--- config.mk ---
export PLATFORM = sky130hd
export DESIGN_NAME = exception_sequencer
export DESIGN_NICKNAME = d
export VERILOG_FILES = /design/src/rtl/exception_sequencer_pkg.sv /design/src/rtl/exception_sequencer.sv
export SDC_FILE = /design/constraint.sdc
export NUM_CORES = 1
export LEC_CHECK = 0
export CORE_MARGIN = 5
export CORE_UTILIZATION = 55
export CTS_CLUSTER_SIZE = 20
export DETAILED_ROUTE_END_ITERATION = 8
export DONT_BUFFER_PORTS = 1
export HOLD_SLACK_MARGIN = 0.12
export PLACE_DENSITY_LB_ADDON = 0.2
export SYNTH_ARGS = -nofsm -noshare
export SYNTH_HDL_FRONTEND = slang
export SYNTH_SLANG_ARGS = --single-unit
--- constraint.sdc ---
create_clock -name clk -period 2.61 [get_ports clk]
set_input_delay 0.522 -clock clk [delete_from_list [all_inputs] [get_ports clk]]
set_output_delay 0.522 -clock clk [all_outputs]
set_load 0.03 [all_outputs]
--- src/rtl/exception_sequencer_pkg.sv ---
`default_nettype none
// ============================================================================
// Module   : exception_sequencer_pkg
// Purpose  : Shared control definitions for the exception sequencer:
//            PC-source mux codes, cause codes, FSM state encoding and the
//            default handler-pointer vector addresses.
// Revision : 1.0 - initial release
// ============================================================================
package exception_sequencer_pkg;

  // Sequencer states
  typedef enum logic [1:0] {
    ST_IDLE = 2'd0,
    ST_READ = 2'd1,
    ST_JUMP = 2'd2
  } state_t;

  // PC-source multiplexer select codes
  localparam logic [2:0] C_PCSRC_JUMP   = 3'b000;
  localparam logic [2:0] C_PCSRC_EPC    = 3'b001;
  localparam logic [2:0] C_PCSRC_RESULT = 3'b010;
  localparam logic [2:0] C_PCSRC_ALUOUT = 3'b011;

  // Exception cause codes
  localparam logic [1:0] C_CAUSE_NONE   = 2'b00;
  localparam logic [1:0] C_CAUSE_OPCODE = 2'b01;
  localparam logic [1:0] C_CAUSE_OVF    = 2'b10;
  localparam logic [1:0] C_CAUSE_DIV0   = 2'b11;

  // Default byte addresses of the handler pointers
  localparam logic [31:0] C_VEC_OPC_DEFAULT = 32'd253;
  localparam logic [31:0] C_VEC_OVF_DEFAULT = 32'd254;
  localparam logic [31:0] C_VEC_DIV_DEFAULT = 32'd255;

  // Priority-encode the exception flags: opcode > div0 > overflow
  function automatic logic [1:0] encode_cause(input logic opc,
                                               input logic ovf,
                                               input logic div0);
    logic [1:0] c;
    c = C_CAUSE_NONE;
    if (opc)       c = C_CAUSE_OPCODE;
    else if (div0) c = C_CAUSE_DIV0;
    else if (ovf)  c = C_CAUSE_OVF;
    return c;
  endfunction

endpackage : exception_sequencer_pkg
`default_nettype wire

--- src/rtl/exception_sequencer.sv ---
`default_nettype none
// ============================================================================
// Module   : exception_sequencer
// Purpose  : Multicycle sequencer for invalid-opcode, overflow and
//            divide-by-zero exceptions plus the return-from-exception path.
//            Saves EPC, fetches the handler pointer from memory and
//            redirects the PC through the PC-source multiplexer.
// Revision : 1.0 - initial release
// ============================================================================
module exception_sequencer
  import exception_sequencer_pkg::*;
#(
  parameter int unsigned MEM_LAT = 1,
  parameter logic [31:0] VEC_OPC = C_VEC_OPC_DEFAULT,
  parameter logic [31:0] VEC_OVF = C_VEC_OVF_DEFAULT,
  parameter logic [31:0] VEC_DIV = C_VEC_DIV_DEFAULT
) (
  input  logic        clk,
  input  logic        reset,
  input  logic        exc_opcode,
  input  logic        exc_ovf,
  input  logic        exc_div0,
  input  logic        rte,
  input  logic [31:0] pc_in,
  input  logic [31:0] mem_data_in,
  output logic        mem_rd,
  output logic [31:0] mem_addr,
  output logic [31:0] epc,
  output logic [31:0] handler_addr,
  output logic [2:0]  pc_source,
  output logic        pc_write,
  output logic [1:0]  cause,
  output logic        busy,
  output logic        done
);

  // Counter just wide enough to hold MEM_LAT-1
  localparam int unsigned      CNT_W      = (MEM_LAT > 1) ? $clog2(MEM_LAT) : 1;
  localparam logic [CNT_W-1:0] C_CNT_LOAD = CNT_W'(MEM_LAT - 1);

  state_t           state_q, state_d;
  logic [CNT_W-1:0] cnt_q, cnt_d;
  logic [31:0]      epc_q, epc_d;
  logic [31:0]      handler_q, handler_d;
  logic [31:0]      addr_q, addr_d;
  logic [1:0]       cause_q, cause_d;
  logic             w_any_exc;
  logic [31:0]      w_vec;
  logic             w_unused_data_hi;

  // Only the low byte of the fetched pointer is meaningful
  assign w_unused_data_hi = ^mem_data_in[31:8];

  assign w_any_exc = exc_opcode | exc_ovf | exc_div0;

  // Vector selection follows the same priority as the cause encoder
  always_comb begin
    w_vec = VEC_OVF;
    if (exc_opcode)    w_vec = VEC_OPC;
    else if (exc_div0) w_vec = VEC_DIV;
  end

  // Next-state logic and strobe generation
  always_comb begin
    state_d   = state_q;
    cnt_d     = cnt_q;
    epc_d     = epc_q;
    handler_d = handler_q;
    addr_d    = addr_q;
    cause_d   = cause_q;
    pc_source = C_PCSRC_JUMP;
    pc_write  = 1'b0;
    mem_rd    = 1'b0;
    done      = 1'b0;

    case (state_q)
      ST_IDLE: begin
        if (w_any_exc) begin
          // Exception wins over a simultaneous rte
          epc_d   = pc_in - 32'd4;
          cause_d = encode_cause(exc_opcode, exc_ovf, exc_div0);
          addr_d  = w_vec;
          cnt_d   = C_CNT_LOAD;
          state_d = ST_READ;
        end else if (rte) begin
          // Zero-latency return: PC loads from EPC at the end of this cycle
          pc_source = C_PCSRC_EPC;
          pc_write  = 1'b1;
        end
      end
      ST_READ: begin
        mem_rd = 1'b1;
        if (cnt_q == '0) begin
          handler_d = {24'b0, mem_data_in[7:0]};
          state_d   = ST_JUMP;
        end else begin
          cnt_d = cnt_q - 1'b1;
        end
      end
      ST_JUMP: begin
        pc_source = C_PCSRC_RESULT;
        pc_write  = 1'b1;
        done      = 1'b1;
        state_d   = ST_IDLE;
      end
      default: begin
        state_d = ST_IDLE;
      end
    endcase

    // No strobe may escape while reset is being applied
    if (reset) begin
      pc_source = C_PCSRC_JUMP;
      pc_write  = 1'b0;
      mem_rd    = 1'b0;
      done      = 1'b0;
    end
  end

  // State and datapath registers
  always_ff @(posedge clk) begin
    if (reset) begin
      state_q   <= ST_IDLE;
      cnt_q     <= '0;
      epc_q     <= '0;
      handler_q <= '0;
      addr_q    <= '0;
      cause_q   <= C_CAUSE_NONE;
    end else begin
      state_q   <= state_d;
      cnt_q     <= cnt_d;
      epc_q     <= epc_d;
      handler_q <= handler_d;
      addr_q    <= addr_d;
      cause_q   <= cause_d;
    end
  end

  assign busy         = (state_q != ST_IDLE);
  assign epc          = epc_q;
  assign handler_addr = handler_q;
  assign mem_addr     = addr_q;
  assign cause        = cause_q;

endmodule : exception_sequencer
`default_nettype wire

## After elaboration in Yosys (flattened, before gate mapping)

Cells that the tools add are included.

| word-level totals | value |
|---|---|
| bits in registers | 77 |
| input bits | 70 |
| output and inout port bits | 105 |
| word-level logic and storage cells | 45 |

| operators by class | value |
|---|---|
| add/sub/neg operators | 2 |
| equal/unequal tests | 4 |
| mux-type cells | 23 |
| bitwise logic cells | 3 |
| reduce and logical (&&, ||, !) cells | 7 |

Operators by type and width:

| kind | number |
|---|---|
| $sub A32 B3 Y32 const B | 1 |
| $mux W1 | 12 |
| $mux W2 | 6 |
| $pmux W2 S2 | 2 |
| $reduce_and A2 Y1 | 4 |
| $ne A2 B2 Y1 const B | 2 |
| $pmux W1 S2 | 2 |
| $reduce_bool A2 Y1 | 2 |
| $mux W3 | 1 |
| $eq A2 B1 Y1 const B | 1 |
| $eq A2 B2 Y1 const B | 1 |
| $logic_not A2 Y1 | 1 |
| $or A1 B1 Y1 | 2 |
| $not A1 Y1 | 1 |
| $sub A1 B1 Y1 const B | 1 |

## Logic depth before layout (Yosys ltp)

Gate-level depths: netlist of the first run.

| logic depth | value |
|---|---|
| word-level depth | 5 |
| gate-level depth with buffers | 7 |
| mapped depth without buffers | 7 |

## Least setup slack after synthesis of the first run

No wires, ideal clock.

| timing path | value |
|---|---|
| path kind | input port to output port |
| start | input port exc_opcode |
| end | output port pc_write |
| data arrival time | 1.656 ns |
| required time | 2.088 ns |
| setup slack | 0.432 ns |
| stages on the path | 3 |
| path buffers | 0 |
| cell sequence | nor3_1 a21oi_1 nor3_1 |

| between the ends | value |
|---|---|
| longest elaborated chain between the ends | 5 |

RTL lines:

| element | RTL line | source |
|---|---|---|
| start, declared | exception_sequencer.sv:20 | `input logic exc_opcode,` |
| $or A1 B1 Y1 (2 in a row) | exception_sequencer.sv:54 | `assign w_any_exc = exc_opcode \| exc_ovf \| exc_div0;` |
| $mux W1 | exception_sequencer.sv:78 | `if (w_any_exc) begin` |
| $pmux W1 S2 | exception_sequencer.sv:76 | `case (state_q)` |
| $mux W1 | exception_sequencer.sv:112 | `if (reset) begin` |
| end, declared | exception_sequencer.sv:31 | `output logic pc_write,` |

Every way passes these cells.

## Worst setup path after layout of the first run

| timing path | value |
|---|---|
| start | register state_q[1] |
| end | output port pc_source[0] |

| between the ends | value |
|---|---|
| longest elaborated chain between the ends | 3 |
| elaborated cells between the ends (all ways) | 4 |
| those cells by class | eq/ne (1); mux (2); reduce/logical (1) |

RTL lines:

| element | RTL line | source |
|---|---|---|
| start, declared | exception_sequencer.sv:41 | `state_t state_q, state_d;` |
| start signal, assigned | exception_sequencer.sv:130 | `state_q <= state_d;` |
| $eq A2 B2 Y1 / $logic_not A2 Y1 (equally long branches) | exception_sequencer.sv:76 |  |
| $pmux W2 S2 (*) | exception_sequencer.sv:76 |  |
| $mux W3 (*) | exception_sequencer.sv:112 |  |
| end, declared | exception_sequencer.sv:30 | `output logic [2:0] pc_source,` |

Every way passes the cells marked *; elsewhere a longest branch is shown, timed or not.

==> impl_metrics.py, run 1 <==
metrics = {
    "run_status": {
        "outcome": "finished clean",
    },
    "power_and_ir_drop": {
        "ir_worst_vdd_v": 0.000269,
        "power.density_nw_per_um2": 700,
        "power.leakage_nw": 1.01,
        "p_total_w": 0.00182,
    },
    "synthesis": {
        "synth-seq-cells": 46,
        "synth.avg_cell_area_sq_um": 8.72,
        "ys_warn_count": 0,
        "yosysTopAreaCell": "dfxtp_1",
        "synth_cells": 308,
        "synth_cell_types": 40,
        "synth_seq_area_share_pct": 34.3,
        "syn_area_sq_um": 2690,
        "synth_top_area_share_pct": 34.3,
        "synth.area.top_cells": "dfxtp_1 34%, buf_4 16%, nor2_1 6.4%, xor2_1 4.9%, a211oi_2 4.7%",
    },
    "critical_path": {
        "crit_path_cell_trace": "nor2_1 > inv_1 > nor3_1 > buf_4",
        "start_kind": "flip-flop",
        "cp_num_buf_inv": 2,
        "end_kind": "primary output",
        "cp.arrival_ns": 1.57,
        "crit_family": "simple AND/OR/NAND/NOR gates",
        "cpPeakStageDelay_ns": 0.35,
        "crit_path_max_fanout": 6,
        "worstPathRequired_ns": 2.09,
        "crit_type": "reg -> out",
        "crit_slowest_cell": "dfxtp_1",
    },
    "timing": {
        "slew_viol_final": 0,
        "final-hold-violation-count": 0,
        "rsz0062_at_grt": "no",
        "finalCriticalPeriod_ns": 2.09,
        "fin_crit_sh_pct": 80.3,
        "slew_headroom_pct": 38.8,
        "finalWorstSetupSlack_ns": 0.515,
        "fin_setup_tns_ns": 0,
        "fmax_mhz": 477,
        "worst_pin_slew_ns": 0.918,
        "setup_violations": 0,
        "finalClockSkew_ns": 0.00664,
        "holdWs_ns": 0.287,
    },
    "detailed_routing": {
        "drc_errors": 0,
        "wl_per_cell_um": 15.1,
        "firstDrtPassIters": 6,
        "routed_wl_mm": 5.53,
        "viasPerCell": 4.99,
        "drtIter0Drc": 50,
        "ant_nets": 0,
        "num_vias": 1830,
    },
    "global_route": {
        "grt_max_degree": 49,
        "grt_pass1_vias": 1784,
        "antenna_found_initial": 0,
        "grt-ovfl-total": 0,
        "grtUsageTotal_pct": 16.7,
        "grt_pass1_wl_mm": 8.47,
    },
    "worst_hold_path": {
        "hold_class": "in -> reg",
    },
    "placement": {
        "place_area_sq_um": 2500,
        "gp_congestion": 0.747,
        "dp_slack_ns": 0.230,
        "port_buffers": 0,
        "dp_hpwl_mm": 4.26,
    },
    "clock_network": {
        "clock_sinks": 46,
        "path_clk_slew_ns": 0.08,
        "ctsResizeCount": 0,
        "cts_max_level": 2,
        "clk_path_buf_depth": 2,
        "cts_buffers": 5,
        "cts_tree": "built",
        "clock-root-buffer": "clkbuf_8",
        "insertion_delay_ns": 0.29,
        "cts_hold_buf": 0,
        "post-cts-setup-buffer-count": 0,
    },
    "die": {
        "die_area_sq_um": 6380,
        "io_pins": 175,
        "start_util_pct": 56.9,
        "core_area_sq_um": 4720,
        "dieWidth_um": 79.9,
        "die_h_um": 79.9,
        "fp-row-count": 25,
    },
    "finish": {
        "area_growth_syn_to_layout_pct": -3.07,
        "final_cell_area_sq_um": 2600,
        "n_antenna_cell": 0,
        "drive_above_1_share_pct": 10.7,
        "final_nets": 370,
    },
    "job": {
        "drv_cap": 0,
    },
}
power by group:
group	total, W	internal, W	switching, W
sequential	0.000995	0.000777	0.000218
clock	0.000513	0.000287	0.000227
combinational	0.000315	0.0000916	0.000223
total	0.00182	0.00116	0.000668
sequential cells by signal, summed over array words and instances, names as in the netlist:
| register | count |
|---|---|
| handler_addr | 8 |
| cause | 2 |
| state_q | 2 |
| epc | 32 |
| mem_addr | 2 |
per-layer routing:
layer,up-vias,share of wire (%),track usage [%]
met1,807,40,19.8
met4,0,1.3,7.26
met5,-,0,0
met2,91,47,27.1
met3,9,12,5.76
li1,923,-,-
Yosys cell counts (all sizes together):
cell type and count:
o31ai 1, and4bb 1, a21oi 11, nand3b 2, o21ai 1, or2 2
dlygate4sd1 1, a22o 3, clkbuf 8, xor2 15, nand2 26, nor3 7
nand2b 1, conb 1, or4 5, buf 62, o21a 2, xnor2 11
ha 1, nor4 6, nor2 47, mux2i 2, dfxtp 46, inv 4
a211oi 25, nor3b 2, nand4b 4, or3 1, a311oi 2, nand3 6
nor2b 1, or4b 1
logic make-up after synthesis:
family / synth area share, %
other: 0.140
XOR/XNOR: 8.48
adder cells (fa/ha/maj): 0.466
AND/OR/NAND/NOR: 22.7
flip-flops: 34.3
buffers and inverters: 19.6
multiplexers: 0.745
AO/OA/AOI/OAI: 13.6
path summary, 6_finish.rpt:
| kind | from | endpoint | slack [ns] | cells after the start |
|---|---|---|---|---|
| worst max-delay path | state_q[1] | pc_source[0] | 0.52 | 4 |
| worst min-delay path | reset | epc[20] | 0.29 | 1 |
| worst max register to register | state_q[1] | epc[11] | 0.79 | 6 |
| worst min register to register | handler_addr[3] | handler_addr[3] | 0.60 | 2 |
per-stage QoR:
| stage | utilization (%) | instances |
|---|---|---|
| final | 55.1 | 367 |
| after floorplan | - | 356 |
| after CTS | 55.1 | 367 |
| after global placement | 52.9 | 359 |
| after detailed placement | 52.9 | 359 |
| after global routing | 55.1 | 367 |
placed cells by master, fill, tap and decap left out, types with 2 or more instances in the layout:
master	synthesis	final
nand3_1	6	6
conb_1	1	49
nand3b_1	2	2
a311oi_1	2	2
buf_4	56	7
a22o_1	3	3
a211oi_1	15	15
nor4_1	2	2
a21oi_1	11	11
nor3b_1	2	2
xnor2_1	11	11
nor3_1	6	6
nand2_1	26	26
nand4b_1	4	4
clkbuf_8	0	5
or4_1	4	4
a211oi_2	10	10
dfxtp_1	46	45
clkbuf_1	8	2
nor2_1	46	46
mux2i_1	2	2
inv_1	4	4
nor4_4	4	4
xor2_1	15	15
o21a_1	2	2
layout make-up:
type / instances / area [sq um]
fill: 443 / 2120
multi-input combinational: 235 / 1420
sequential: 46 / 922
tap: 67 / 83.8
clock buffer: 7 / 76.3
timing repair buffer: 7 / 52.6
clock inverter: 1 / 30.0
inverter: 4 / 15.0
Note: power is estimated with default switching activity, not from simulation.
==> run 2: changes to the inputs <==
==> constraint.sdc (replaced) <==
create_clock -name clk -period 1.86 [get_ports clk]
set_input_delay 0.372 -clock clk [delete_from_list [all_inputs] [get_ports clk]]
set_output_delay 0.372 -clock clk [all_outputs]
set_load 0.03 [all_outputs]
==> impl_metrics.py, run 2 (synthesis results as in run 1) <==
metrics = {
    "global_route": {
        "antenna_found_initial": 0,
        "grt-ovfl-total": 0,
        "grt_pass1_vias": 1817,
        "grt_max_degree": 30,
        "grtUsageTotal_pct": 17.4,
        "grt_pass1_wl_mm": 8.71,
    },
    "clock_network": {
        "path_clk_slew_ns": 0.09,
        "clk_path_buf_depth": 2,
        "insertion_delay_ns": 0.30,
        "cts_tree": "built",
        "cts_max_level": 2,
        "cts_buffers": 5,
        "clock_sinks": 46,
        "clock-root-buffer": "clkbuf_8",
    },
    "die": {
        "io_pins": 175,
        "dieWidth_um": 79.9,
        "start_util_pct": 56.9,
        "die_area_sq_um": 6380,
        "core_area_sq_um": 4720,
        "fp-row-count": 25,
        "die_h_um": 79.9,
    },
    "detailed_routing": {
        "routed_wl_mm": 5.83,
        "drtIter0Drc": 65,
        "num_vias": 1941,
        "viasPerCell": 5.03,
        "drc_errors": 0,
        "wl_per_cell_um": 15.1,
        "ant_nets": 0,
        "firstDrtPassIters": 4,
    },
    "placement": {
        "dp_hpwl_mm": 4.45,
        "gp_congestion": 0.774,
        "port_buffers": 0,
        "place_area_sq_um": 2700,
    },
    "worst_hold_path": {
        "hold_class": "in -> reg",
    },
    "critical_path": {
        "crit_path_max_fanout": 6,
        "end_kind": "primary output",
        "start_kind": "flip-flop",
        "cp.arrival_ns": 1.42,
        "worstPathRequired_ns": 1.49,
        "crit_type": "reg -> out",
    },
    "finish": {
        "area_growth_syn_to_layout_pct": 5.87,
        "final_core_util_pct": 60.2,
        "mostFrequentLayoutCell": "conb_1",
        "final_cell_area_sq_um": 2840,
        "drive_above_1_share_pct": 18.8,
        "n_antenna_cell": 0,
        "final_nets": 389,
        "final_cell_mix": "49 x conb_1, 45 x nor2_1, 43 x dfxtp_1",
        "largest_reg_flops": 32,
    },
    "timing": {
        "finalCriticalPeriod_ns": 1.80,
        "fmax_mhz": 557,
        "setup_violations": 0,
        "worst_pin_slew_ns": 1.00,
        "final-hold-violation-count": 0,
        "fin_crit_sh_pct": 96.6,
        "finalClockSkew_ns": 0.00866,
        "slew_viol_final": 0,
        "slew_headroom_pct": 33.0,
    },
    "power_and_ir_drop": {
        "power.leakage_nw": 1.11,
        "ir_worst_vdd_v": 0.000490,
        "power.density_nw_per_um2": 895,
    },
    "job": {
        "drv_cap": 0,
    },
    "run_status": {
        "outcome": "finished clean",
    },
}
-- run 2: per-stage QoR --
step	instances	setup slack [ns]	TNS (ns)	hold WS (ns)	power, W
3_3_place_gp	374	-0.122	-0.901	0.442	0.00191
6_report	386	0.0641	0	0.145	0.00254
5_1_grt	386	-0.00345	-0.00345	0.123	0.00269
4_1_cts	385	0.0268	0	0.121	0.00258
3_5_place_dp	374	-0.115	-1.07	0.444	0.00193
2_1_floorplan	356	-0.0494	-0.344	0.468	0.00192
-- run 2: worst max-delay path, cell delays in order, from the launching register on --
cell and delay [ns]:
dfxtp_2 0.36, nor2_2 0.14, inv_1 0.09, buf_4 0.18
nor3_2 0.17, buf_4 0.18
-- run 2: path summary, 6_finish.rpt --
check                            startpoint            to  slack [ns]  depth (start not counted)
worst max-delay path             state_q[0]  pc_source[0]        0.06                          5
worst min register to register  mem_addr[6]   mem_addr[6]        0.51                          2
worst min-delay path                  reset       epc[18]        0.15                          1
worst max register to register   state_q[0]        epc[6]        0.37                          6
-- run 2: final cells by class --
cell class | count | area [sq um]
Timing Repair Buffer | 26 | 253
Clock inverter | 3 | 25.0
Tap cell | 67 | 83.8
Clock buffer | 5 | 68.8
Fill cell | 454 | 1880
Inverter | 4 | 32.5
Sequential cell | 46 | 925
Multi-Input combinational cell | 235 | 1460
-- run 2: what timing repair did --
| action | in CTS | in global routing |
|---|---|---|
| setup buffers | 1 | 0 |
| pin swaps | 1 | 0 |
| hold endpoints to repair | 20 | 6 |
| hold buffers | 2 | 1 |
| resized for setup | 1 | 3 |
| endpoints found under the setup margin | 1 | 1 |
-- run 2: report_power, final --
part / switching, W / internal (W) / total, W
registers: 0.000277 / 0.00109 / 0.00137
clock network: 0.000350 / 0.000271 / 0.000621
logic: 0.000369 / 0.000186 / 0.000555
-- run 2: routing by layer --
metal  track usage, %  vias up  share of wire [%]
met4             6.59        0                1.6
li1                 -      956                  -
met1             19.7      892                 39
met3             7.79        8                 11
met5                0        -                  0
met2             28.5       85                 48
